**config.mk**
```make
export PLATFORM = sky130hd
export DESIGN_NAME = tdm_demux4
export DESIGN_NICKNAME = d
export VERILOG_FILES = /design/src/rtl/tdm_pkg.sv /design/src/rtl/tdm_slot_counter.sv /design/src/rtl/tdm_demux4.sv
export SDC_FILE = /design/constraint.sdc
export NUM_CORES = 1
export LEC_CHECK = 0
export ABC_AREA = 1
export BUFFER_PORTS_ARGS = -buffer_cell sky130_fd_sc_hd__buf_2
export CAP_MARGIN = 10
export CORE_MARGIN = 4
export CORE_UTILIZATION = 40
export DETAILED_ROUTE_END_ITERATION = 7
export GPL_TIMING_DRIVEN = 0
export PLACE_DENSITY_LB_ADDON = 0.08
export SETUP_SLACK_MARGIN = 0.1
export SLEW_MARGIN = 20
export SYNTH_ARGS = -nofsm -noshare
export SYNTH_HDL_FRONTEND = slang
export SYNTH_SLANG_ARGS = --single-unit
```
**constraint.sdc**
```tcl
create_clock -name clk -period 1.4 [get_ports clk]
set_input_delay 0.14 -clock clk [delete_from_list [all_inputs] [get_ports clk]]
set_output_delay 0.14 -clock clk [all_outputs]
set_load 0.005 [all_outputs]
```
**src/rtl/tdm_pkg.sv**
```systemverilog
// tdm_pkg: shared constants, slot width helper
// and slot index type for the TDM receive path.
package tdm_pkg;

  localparam int NCH_DEFAULT = 4;

  function automatic int selw_f(input int n);
    return (n < 2) ? 1 : $clog2(n);
  endfunction

  localparam int SELW_DEFAULT = selw_f(NCH_DEFAULT);

  typedef logic [SELW_DEFAULT-1:0] slot_t;

endpackage

```
**src/rtl/tdm_slot_counter.sv**
```systemverilog
// tdm_slot_counter: wrap-around slot index.
// sync loads 0, or 1 when a beat lands at the same time.
module tdm_slot_counter
  import tdm_pkg::*;
#(
  parameter int SELW = SELW_DEFAULT
) (
  input  logic            clk,
  input  logic            reset,
  input  logic            inc,
  input  logic            sync,
  output logic [SELW-1:0] count
);

  // slot advances per beat; power-of-two lane count wraps naturally
  always_ff @(posedge clk or posedge reset) begin
    if (reset) begin
      count <= '0;
    end else if (sync) begin
      count <= inc ? SELW'(1) : '0;
    end else if (inc) begin
      count <= count + SELW'(1);
    end
  end

endmodule

```
**src/rtl/tdm_demux4.sv**
```systemverilog
// tdm_demux4: collects one beat per slot into lane
// registers and emits each full frame through a 1-deep buffer.
module tdm_demux4
  import tdm_pkg::*;
#(
  parameter int WIDTH = 1,
  parameter int NCH   = NCH_DEFAULT,
  localparam int SELW = selw_f(NCH)
) (
  input  logic                 clk,
  input  logic                 reset,
  input  logic                 in_valid,
  input  logic [WIDTH-1:0]     in_data,
  input  logic                 sync_in,
  output logic [SELW-1:0]      sel_out,
  output logic [NCH*WIDTH-1:0] frame_data,
  output logic                 frame_valid,
  input  logic                 frame_ready,
  output logic                 overrun,
  input  logic                 clear_overrun
);

  logic [WIDTH-1:0]     lane_q [NCH];
  logic [SELW-1:0]      wr_idx;
  logic                 complete;
  logic                 accept;
  logic                 drop;
  logic [NCH*WIDTH-1:0] assembled;

  tdm_slot_counter #(
    .SELW (SELW)
  ) u_slot (
    .clk   (clk),
    .reset (reset),
    .inc   (in_valid),
    .sync  (sync_in),
    .count (sel_out)
  );

  // a sync beat always lands in lane 0; last lane closes the frame
  always_comb begin
    wr_idx   = sync_in ? '0 : sel_out;
    complete = in_valid && (wr_idx == SELW'(NCH - 1));
    accept   = complete && (!frame_valid || frame_ready);
    drop     = complete && !accept;
  end

  // frame word is the stored lanes with this cycle's beat merged in
  always_comb begin
    assembled = '0;
    for (int i = 0; i < NCH; i++) begin
      if (in_valid && (wr_idx == SELW'(i))) begin
        assembled[i*WIDTH +: WIDTH] = in_data;
      end else begin
        assembled[i*WIDTH +: WIDTH] = lane_q[i];
      end
    end
  end

  // lane registers keep stale data across frames
  always_ff @(posedge clk or posedge reset) begin
    if (reset) begin
      for (int i = 0; i < NCH; i++) begin
        lane_q[i] <= '0;
      end
    end else if (in_valid) begin
      lane_q[wr_idx] <= in_data;
    end
  end

  // one-entry output buffer; refill allowed on the draining cycle
  always_ff @(posedge clk or posedge reset) begin
    if (reset) begin
      frame_data  <= '0;
      frame_valid <= 1'b0;
    end else if (accept) begin
      frame_data  <= assembled;
      frame_valid <= 1'b1;
    end else if (frame_valid && frame_ready) begin
      frame_valid <= 1'b0;
    end
  end

  // sticky drop flag; a new drop beats a same-cycle clear
  always_ff @(posedge clk or posedge reset) begin
    if (reset) begin
      overrun <= 1'b0;
    end else if (drop) begin
      overrun <= 1'b1;
    end else if (clear_overrun) begin
      overrun <= 1'b0;
    end
  end

endmodule

```
==> metrics, run 1 <==
status=finished clean; FF-to-FF End=lane_q[2]; Synth Cell Area=between 500 and 600 um2; Synth warnings=0; Yosys top cell by area=dfrtp_1; WS Path Type=flop to flop; worst hold start=clear_overrun; synth top area cells=dfrtp_1 (51%), nand2_1 (9.7%), inv_1 (5.6%); Detailed Place HPWL=738.8 um; setup bufs post-CTS=0; Die Footprint=1999 um2; Top Ports=15; Largest stage delay, worst path=0.43 ns; CP Data Required Time=roughly 1.6 ns; worst hold path type=input port to flop; CTS clock-pin slew for the worst setup and hold paths=0.07 ns; CTS tree=done; Rows=12; Reg2Reg Depth=5; global-route wire length before repair=1.559 mm; DRC=0; Seq. cell area=275.3 um2; footprint of the multi-input gates=214.0 um2; crit path max fanout=4; WP buf/inv=1; Startpoint Class=flop; Initial DRC Count=15; Worst-Margin Slew=0.4327 ns; Horiz. Die Dim=44.72 um; CTS Root Buffer Type=clkbuf_4; fin cells=91; Final Hold Fails=0; Cells after DPL=86; initial antenna violation count=0; GPL Wtd Cong=0.7312; CTS max path bufs=2; most common cell in the synthesized netlist=nand2_1; Resize count post-CTS=0; Total Routing Usage GR=10.62%; total grt overflow=0; post-synthesis register bit count=11; CP arrival=1.24 ns; syn nets=66; post-route setup TNS=0 ns; Layout area overhead=22.04%; Initial Utilization=45.46%; Post-synth EDFFs=0; NumNets Final=85; Worst setup EP type=flop; cells along the critical path=inv_1 > nand2_1 > nor2_1 > nand2_1 > and2_1; Post-DRT Antenna Nets=0; Fill cells=112; fmax=between 900 and 1000 MHz; Crit path top cell by count=nand2_1; clk sinks=11; Post-synth top cells=nand2_1 (14), dfrtp_1 (11), inv_1 (8), nand3_1 (5), and2_1 (3); peak supply drop=629.6 uV; R2R Path Start=u_slot.count[1]; vias in the first global route=364; static leakage=0.3449 nW; via count=434; fin crit period=1.083 ns; WL/cell=10.71 um; Hold EP=overrun; Setup Skew=0.002682 ns; Skew-Pair Late Insertion Delay=0.26 ns; RSZ-0062 raised after global routing=no; Tot Pwr=886.7 uW; vias per cell=4.769; Synth async-reset ratio=100.0%; Syn Inst Count=59; share of cells above drive strength 1=32.47%; 1st-pass router iterations=4; Buffers on Ports=13; fin crit share=77.34%; Cell variety after synth=21; largest net degree at the start of global routing=12; PwrDens=1347 nW/um2; Seq/Total Area, Yosys=roughly half; top cell type's share of synthesized area=51.04%; CTS HTree Levels=1; Synth Flop Type=dfrtp_1; Core Footprint=roughly 1200 um2; total CTS buffers=3; r2r setup slk=0.32 ns; # diodes=0; syn_area_per_cell=roughly 9.1 um2; hold path depth=2; Max Slew Vio Count=0; critical path's slowest cell=dfrtp_1; final wirelength=975 um; Die Ht=approximately 45 um; max_cap viols=0; CP delay by family, top=flip-flops; final setup vio count=0; Max-slew headroom=just over 70%
-- layout make-up --
| class | instances | share of cell area (%) |
|---|---|---|
| timing repair buffer | 14 | 11.41 |
| inverter | 10 | 5.894 |
| buffer | 1 | 1.711 |
| multi-input combinational | 37 | 32.51 |
| sequential | 11 | 41.83 |
| tap | 14 | 2.662 |
| clock buffer | 4 | 3.992 |
-- layout by cell type, fill, tap and decap left out --
cell type      instances
dlygate4sd3_1          1
clkbuf_4               3
nand2_2                1
nand3_1                5
nor2_2                 1
nor2_1                 2
nand2_1               14
nor2_4                 1
inv_2                  1
buf_2                 13
nand2_4                1
nand4_1                2
dfrtp_1               11
o21ai_2                1
inv_1                  8
o21ai_0                1
clkinv_2               1
nand4_4                1
a21oi_1                1
o21bai_1               1
o22ai_1                1
buf_6                  1
xnor2_1                1
clkbuf_1               1
and2_1                 3
-- layer usage --
metal	wire (um)	track usage [%]
met2	443	16.05
met3	61	2.390
met4	13	3.614
met1	457	14.85
met5	0	0
-- per-stage QoR --
| stage | worst slack, ns | hold WS (ns) | instance area, um2 | util (%) |
|---|---|---|---|---|
| 5_1_grt | 0.2247 | 0.06365 | 658.1 | 55.49 |
| 6_report | 0.3172 | 0.05768 | 658.1 | 55.49 |
| 3_5_place_dp | 0.3364 | 0.1616 | 621.8 | 52.43 |
| 3_3_place_gp | 0.3488 | 0.1525 | 621.8 | 52.43 |
| 2_1_floorplan | 0.4008 | -0.007562 | 539.3 | - |
| 4_1_cts | 0.3248 | 0.04967 | 658.1 | 55.49 |
-- worst register-to-register path, delay by kind of cell, from the launching register on --
kind / cells / cell delay (ns)
and+or+nand+nor: 4 / 0.40
buffers and inverters: 1 / 0.15
DFF: 1 / 0.43
-- flip-flops by register name, indices dropped and copies added (netlist names) --
register,flops
frame_data,4
frame_valid,1
lane_q,3
overrun,1
u_slot.count,2
-- power by group --
group          switching (mW)  total (mW)  internal (mW)
combinational           0.116       0.228          0.111
clock                   0.105       0.215          0.110
sequential             0.0416       0.444          0.402
-- cells by family after synthesis --
family	Yosys count	share of synthesized area, %
buf+inv	11	9.279
compound gates	5	6.032
simple gates	31	32.02
xor+xnor	1	1.624
flops	11	51.04
-- worst max path at each step --
| stage | slack, ns | end | start | depth (start not counted) |
|---|---|---|---|---|
| floorplan | 0.40 | lane_q[2] | u_slot.count[1] | 5 |
| finish | 0.32 | lane_q[2] | u_slot.count[1] | 5 |
| global placement | 0.35 | lane_q[2] | u_slot.count[1] | 5 |
| global route | 0.22 | frame_data[1] | u_slot.count[1] | 6 |
| detailed placement | 0.34 | lane_q[2] | u_slot.count[1] | 5 |
| CTS | 0.32 | lane_q[2] | u_slot.count[1] | 5 |
-- timing repair --
| item | CTS | global route |
|---|---|---|
| endpoints found under the setup margin | 0 | 0 |
| hold buffers | 1 | 0 |
| endpoints found under the hold margin | 11 | 0 |
Power figures use the tool's default switching activity.
==> run 2, diff against run 1 <==
Clock period 1.4 ns to 0.9 ns, I/O delays scaled along.
==> run 2 against run 1 <==
Compared with the run above: the run now ends with negative setup slack left; power grew 76%; maximum frequency rose by 9.9%; sequential share of layout area fell by 6.4 points; non-clock buffer count up 8; sequential cell count did not move; combinational power grew 130%; core utilization increased by 11 points; hold slack lost 0.039 ns; die area did not move; clock-buffer cell count stayed put; critical path depth is the same; design area is 19% higher; critical path type unchanged; largest cell class unchanged.
==> metrics, run 2 (synthesis gave the netlist of run 1 again) <==
status=finished with violations; failing checks=negative setup slack; Post-Place Setup Slack=-0.1161 ns (-0.4525 ns); most common cell after layout, fill and taps aside=buf_2; Total Routing Usage GR=14.36% (+3.7 points); Max Slew Vio Count=0 (unchanged); Top Registers=frame_data x4, lane_q x3, u_slot.count x2; share of cells above drive strength 1=57.65% (+25 points); GPL Wtd Cong=0.6889 (-5.8%); met1 wire length=487 um (+6.6%); critical path's slowest cell=dfrtp_2; PwrDens=1985 nW/um2 (+47%); static leakage=0.3938 nW (+14%); Buffers on Ports=13 (unchanged); WL/cell=11.83 um (+10%); Initial DRC Count=9 (-6); Setup Skew=0.004173 ns (+0.001490 ns); Rows=12 (unchanged); slack of the critical path=-0.08538 ns (-0.4026 ns); Clk pwr share=21.9% (-2.4 points); Fill cells=95 (-15%); Seq pwr share=44.8% (-5.3 points); worst hold path type=input port to flop; 1st-pass router iterations=4 (unchanged); NumNets Final=93 (+9.4%); cells along the critical path=inv_2 > buf_4 > buf_4 > o21ai_2 > a21oi_1; CTS max path bufs=2 (unchanged); post-route setup TNS=-0.5494 ns (-0.5494 ns); crit path max fanout=4 (unchanged); initial antenna violation count=0 (unchanged); Die Ht=44.72 um (unchanged); CTS tree=done; CTS Root Buffer Type=clkbuf_4; Top Ports=15 (unchanged); Worst-Margin Slew=0.2532 ns (-0.1796 ns); WS Path Type=flop to flop; Final Hold Fails=0 (unchanged); CTS clock-pin slew for the worst setup and hold paths=0.07 ns (about the same); RSZ-0062 raised after global routing=yes; Net Sw Power=477.1 uW (+81%); metal2 WL=587 um (+33%); final wirelength=1.171 mm (+20%); largest net degree at the start of global routing=12 (unchanged); total CTS buffers=3 (unchanged); Max-slew headroom=83.09% (+12 points); combinational power share=33.3% (+7.6 points); Horiz. Die Dim=44.72 um (unchanged); Largest stage delay, worst path=0.41 ns (-0.02 ns); cell-internal power=1.080 mW (+73%); via count=477 (+9.9%); fmax=1015 MHz (+9.9%); Core Util, Final=66.14% (+11 points); global-route wire length before repair=2.042 mm (+31%); vias in the first global route=492 (+35%); Post-DRT Antenna Nets=0 (unchanged); Crit path top cell by count=buf_4; max reg flops=4 (unchanged); fin crit share=109.5% (+32 points); commonest cells after routing, fill and taps aside=buf_2 (13), nand2_1 (10), dfrtp_1 (9); Initial Utilization=45.46% (unchanged); vias per cell=4.818 (+1.0%); final setup vio count=10 (+10); Skew-Pair Late Insertion Delay=0.27 ns (about the same); switching power share of the total=30.64% (+0.97 points); CP Data Required Time=1.05 ns (-0.50 ns); uppermost layer routed=met4; Detailed Place HPWL=769.8 um (+4.2%); Core Footprint=1186 um2 (unchanged); Layout area overhead=45.48%; peak supply drop=1201 uV (+91%); # diodes=0 (unchanged); Worst setup EP type=flop; CTS HTree Levels=1 (unchanged); routed wl met3=66 um (+8.2%); Startpoint Class=flop; DRC=0 (unchanged); Most flops, register=frame_data; fin crit period=0.9854 ns (-0.09743 ns); CP arrival=1.14 ns (-0.10 ns); Die Footprint=1999 um2 (unchanged); total grt overflow=0 (unchanged); max_cap viols=0 (unchanged); clk sinks=11 (unchanged)
run 2: final timing paths:
kind | from | slack [ns] | endpoint | cells past startpoint
max reg2reg | u_slot.count[1] | -0.09 | u_slot.count[1] | 5
max in group asynchronous | reset | 0.40 | u_slot.count[0] | 3
max | u_slot.count[1] | -0.09 | u_slot.count[1] | 5
min reg2reg | frame_data[1] | 0.49 | frame_data[1] | 2
min in group asynchronous | reset | 0.30 | lane_q[1] | 3
min | clear_overrun | 0.02 | overrun | 2
run 2: what timing repair did:
item                                    4_1_cts  5_1_grt
endpoints found under the setup margin       18       21
hold buffers                                  1        0
endpoints found under the hold margin        11        0
buffers inserted                              3        5
pin swaps                                     8        3
gates cloned                                  0        0
gates resized for setup                       8        8
run 2: power groups by stage:
| stage | combinational [mW] | sequential [mW] | clock, mW |
|---|---|---|---|
| 6_report | 0.518 | 0.697 | 0.342 |
| 5_1_grt | 0.575 | 0.707 | 0.388 |
| 4_1_cts | 0.405 | 0.698 | 0.361 |
| 3_5_place_dp | 0.368 | 0.698 | 0 |
| 3_3_place_gp | 0.357 | 0.697 | 0 |
| 2_1_floorplan | 0.208 | 0.710 | 0 |
run 2: routing by layer:
metal,up-vias,GRT usage (%)
met2,13,23.78
met1,218,16.09
met5,-,0
met3,4,3.984
met4,0,9.036
li1,242,-
run 2: metrics by stage:
stage	hold WS (ns)	total power, mW	std cells	cell area [um2]
2_1_floorplan	-0.05756	0.9182	59	549.3
3_3_place_gp	0.1005	1.054	86	631.9
3_5_place_dp	0.1155	1.066	86	631.9
4_1_cts	0.007802	1.463	94	715.7
5_1_grt	0.006123	1.670	99	784.5
6_report	0.01823	1.557	99	784.5
run 2: final cells by class:
type                       instances  area (um2)  share of cell area, %
multi-input combinational         37       266.5                  33.97
timing repair buffer              22       142.6                  18.18
inverter                          10       42.54                  5.423
clock buffer                       4       26.28                  3.349
sequential                        11       277.8                  35.41
tap                               14       17.52                  2.233
buffer                             1       11.26                  1.435
run 2: critical path, delay by kind of cell (launching register included):
kind                   cells  cell delay [ns]
AO/OA/AOI/OAI              2             0.13
buffers and inverters      3             0.33
flip-flops                 1             0.41
==> run 3, diff against run 2 <==
Settings changed: SETUP_SLACK_MARGIN 0.1 to 0.15.
Clock period 0.9 ns to 1 ns, I/O delays scaled along.
==> run 3 against run 2 <==
Compared with the run above: the run still ends with negative setup slack left; clock skew up 0.0010 ns; clock power is 13% lower; maximum frequency decreased by 2.3%; first-iteration DRC count decreased by 44%; wire length down 2.1%; core utilization fell by 1.1 points; design area shrank 1.6%; power is 11% lower; register-to-register slack improved by 0.08 ns; worst setup slack improved by 0.076 ns; sequential power down 9.8%; sequential cell count stayed put; critical endpoint is now lane_q[1]; largest power group unchanged.
==> metrics, run 3 (synthesis gave the netlist of run 1 again) <==
status=finished with violations; failing checks=negative setup slack; WHS=0.02242 ns (+0.004184 ns); Setup Skew=0.005191 ns (+0.001018 ns); Startpoint Class=flop; Total Routing Usage GR=13.37% (-0.98 points); Cells after DPL=86 (unchanged); Layout area overhead=43.16%; Hold EP=overrun; Horiz. Die Dim=44.72 um (unchanged); Detailed Place HPWL=760.4 um (-1.2%); fin crit share=100.9% (-8.6 points); fin cells=98 (-1.0%); CTS tree=done; Core Util, Final=65.08% (-1.1 points); Final Hold Fails=0 (unchanged); fmax=991.1 MHz (-2.3%); max reg flops=4 (unchanged); Buffers on Ports=13 (unchanged); CTS max path bufs=2 (unchanged); global-route wire length before repair=1.849 mm (-9.5%); DRC=0 (unchanged); Skew-Pair Late Insertion Delay=0.27 ns (about the same); 1st-pass router iterations=4 (unchanged); Most flops, register=frame_data; final wirelength=1.146 mm (-2.1%); Top Registers=frame_data x4, lane_q x3, u_slot.count x2; RSZ-0062 raised after global routing=yes; commonest cells after routing, fill and taps aside=buf_2 (13), nand2_1 (11), dfrtp_1 (9); Fill cells=99 (+4.2%); worst hold path type=input port to flop; Top Ports=15 (unchanged); Rows=12 (unchanged); NumNets Final=92 (-1.1%); total grt overflow=0 (unchanged); CTS HTree Levels=1 (unchanged); Max Slew Vio Count=0 (unchanged); crit path max fanout=4 (unchanged); CTS Root Buffer Type=clkbuf_4; post-route setup TNS=-0.008969 ns (+0.5404 ns); peak supply drop=1269 uV (+5.6%); FF-to-FF End=lane_q[1]; Worst-Margin Slew=0.4268 ns (+0.1737 ns); Initial DRC Count=5 (-4); static leakage=0.3957 nW (+0.50%); hold path depth=2 (unchanged); final setup vio count=1 (-9); vias per cell=4.714 (-2.2%); CP arrival=1.17 ns (+0.03 ns); Post-DRT Antenna Nets=0 (unchanged); largest net degree at the start of global routing=12 (unchanged); Max-slew headroom=71.51% (-12 points); GPL Wtd Cong=0.6885 (about the same); Initial Utilization=45.46% (unchanged); Tot Pwr=1.381 mW (-11%); most common cell after layout, fill and taps aside=buf_2; Core Footprint=1186 um2 (unchanged); via count=462 (-3.1%); WS Path Type=flop to flop; max_cap viols=0 (unchanged); worst hold start=clear_overrun; Worst setup EP type=flop; CP Data Required Time=1.16 ns (+0.11 ns); share of cells above drive strength 1=53.57% (-4.1 points); fin crit period=1.009 ns (+0.02359 ns); vias in the first global route=434 (-12%); PwrDens=1789 nW/um2 (-9.8%); Die Footprint=1999 um2 (unchanged); initial antenna violation count=0 (unchanged); R2R Path Start=u_slot.count[1]; r2r setup slk=-0.009 ns (+0.08 ns); clk sinks=11 (unchanged); total CTS buffers=3 (unchanged); WL/cell=11.69 um (-1.1%); # diodes=0 (unchanged); Die Ht=44.72 um (unchanged); CTS clock-pin slew for the worst setup and hold paths=0.07 ns (about the same); slack of the critical path=-0.008969 ns (+0.07641 ns); Reg2Reg Depth=4 (-1)
[run 3: routing by layer]
layer  track usage, %  vias to the layer above  part of all wire (%)
li1                 -                      237                     -
met3            7.171                        2                   5.5
met1            14.89                      212                    41
met4            5.422                        0                   1.1
met5                0                        -                     0
met2            21.20                       11                    52
[run 3: worst max-delay path, stage by stage (launching register included)]
cell     delay (ns)
dfrtp_2        0.44
inv_4          0.06
nor2_2         0.12
nand4_1        0.10
and2_1         0.17
[run 3: worst max path at each step]
stage | from | end | cells after the start
finish | u_slot.count[1] | lane_q[1] | 4
global route | u_slot.count[1] | frame_data[2] | 6
CTS | u_slot.count[1] | lane_q[1] | 4
detailed placement | u_slot.count[1] | lane_q[1] | 4
global placement | u_slot.count[1] | lane_q[2] | 5
floorplan | u_slot.count[1] | lane_q[2] | 5
[run 3: metrics by stage]
step | setup slack (ns) | instance area (um2)
2_1_floorplan | 0.03474 | 544.3
3_3_place_gp | -0.002359 | 626.9
3_5_place_dp | -0.01322 | 626.9
4_1_cts | 0.007910 | 705.7
5_1_grt | -0.06390 | 772.0
6_report | -0.008969 | 772.0
[run 3: where the power goes]
part / switching (mW) / internal, mW / leakage, nW
Clock: 0.145 / 0.154 / 0.0150
Sequential: 0.0635 / 0.565 / 0.133
Combinational: 0.201 / 0.252 / 0.248
[run 3: final cells by class]
cell class,instances,area [um2],area share [%]
tap,14,17.52,2.269
multi-input combinational,37,259.0,33.55
clock buffer,4,26.28,3.404
buffer,1,11.26,1.459
sequential,11,277.8,35.98
inverter,10,41.29,5.348
timing repair buffer,21,138.9,17.99
[run 3: timing repair]
action,in CTS,in global routing
resized for setup,4,13
endpoints found under the hold margin,11,0
pin swaps,8,3
hold buffers,1,0
setup buffers,4,3
endpoints found under the setup margin,17,19
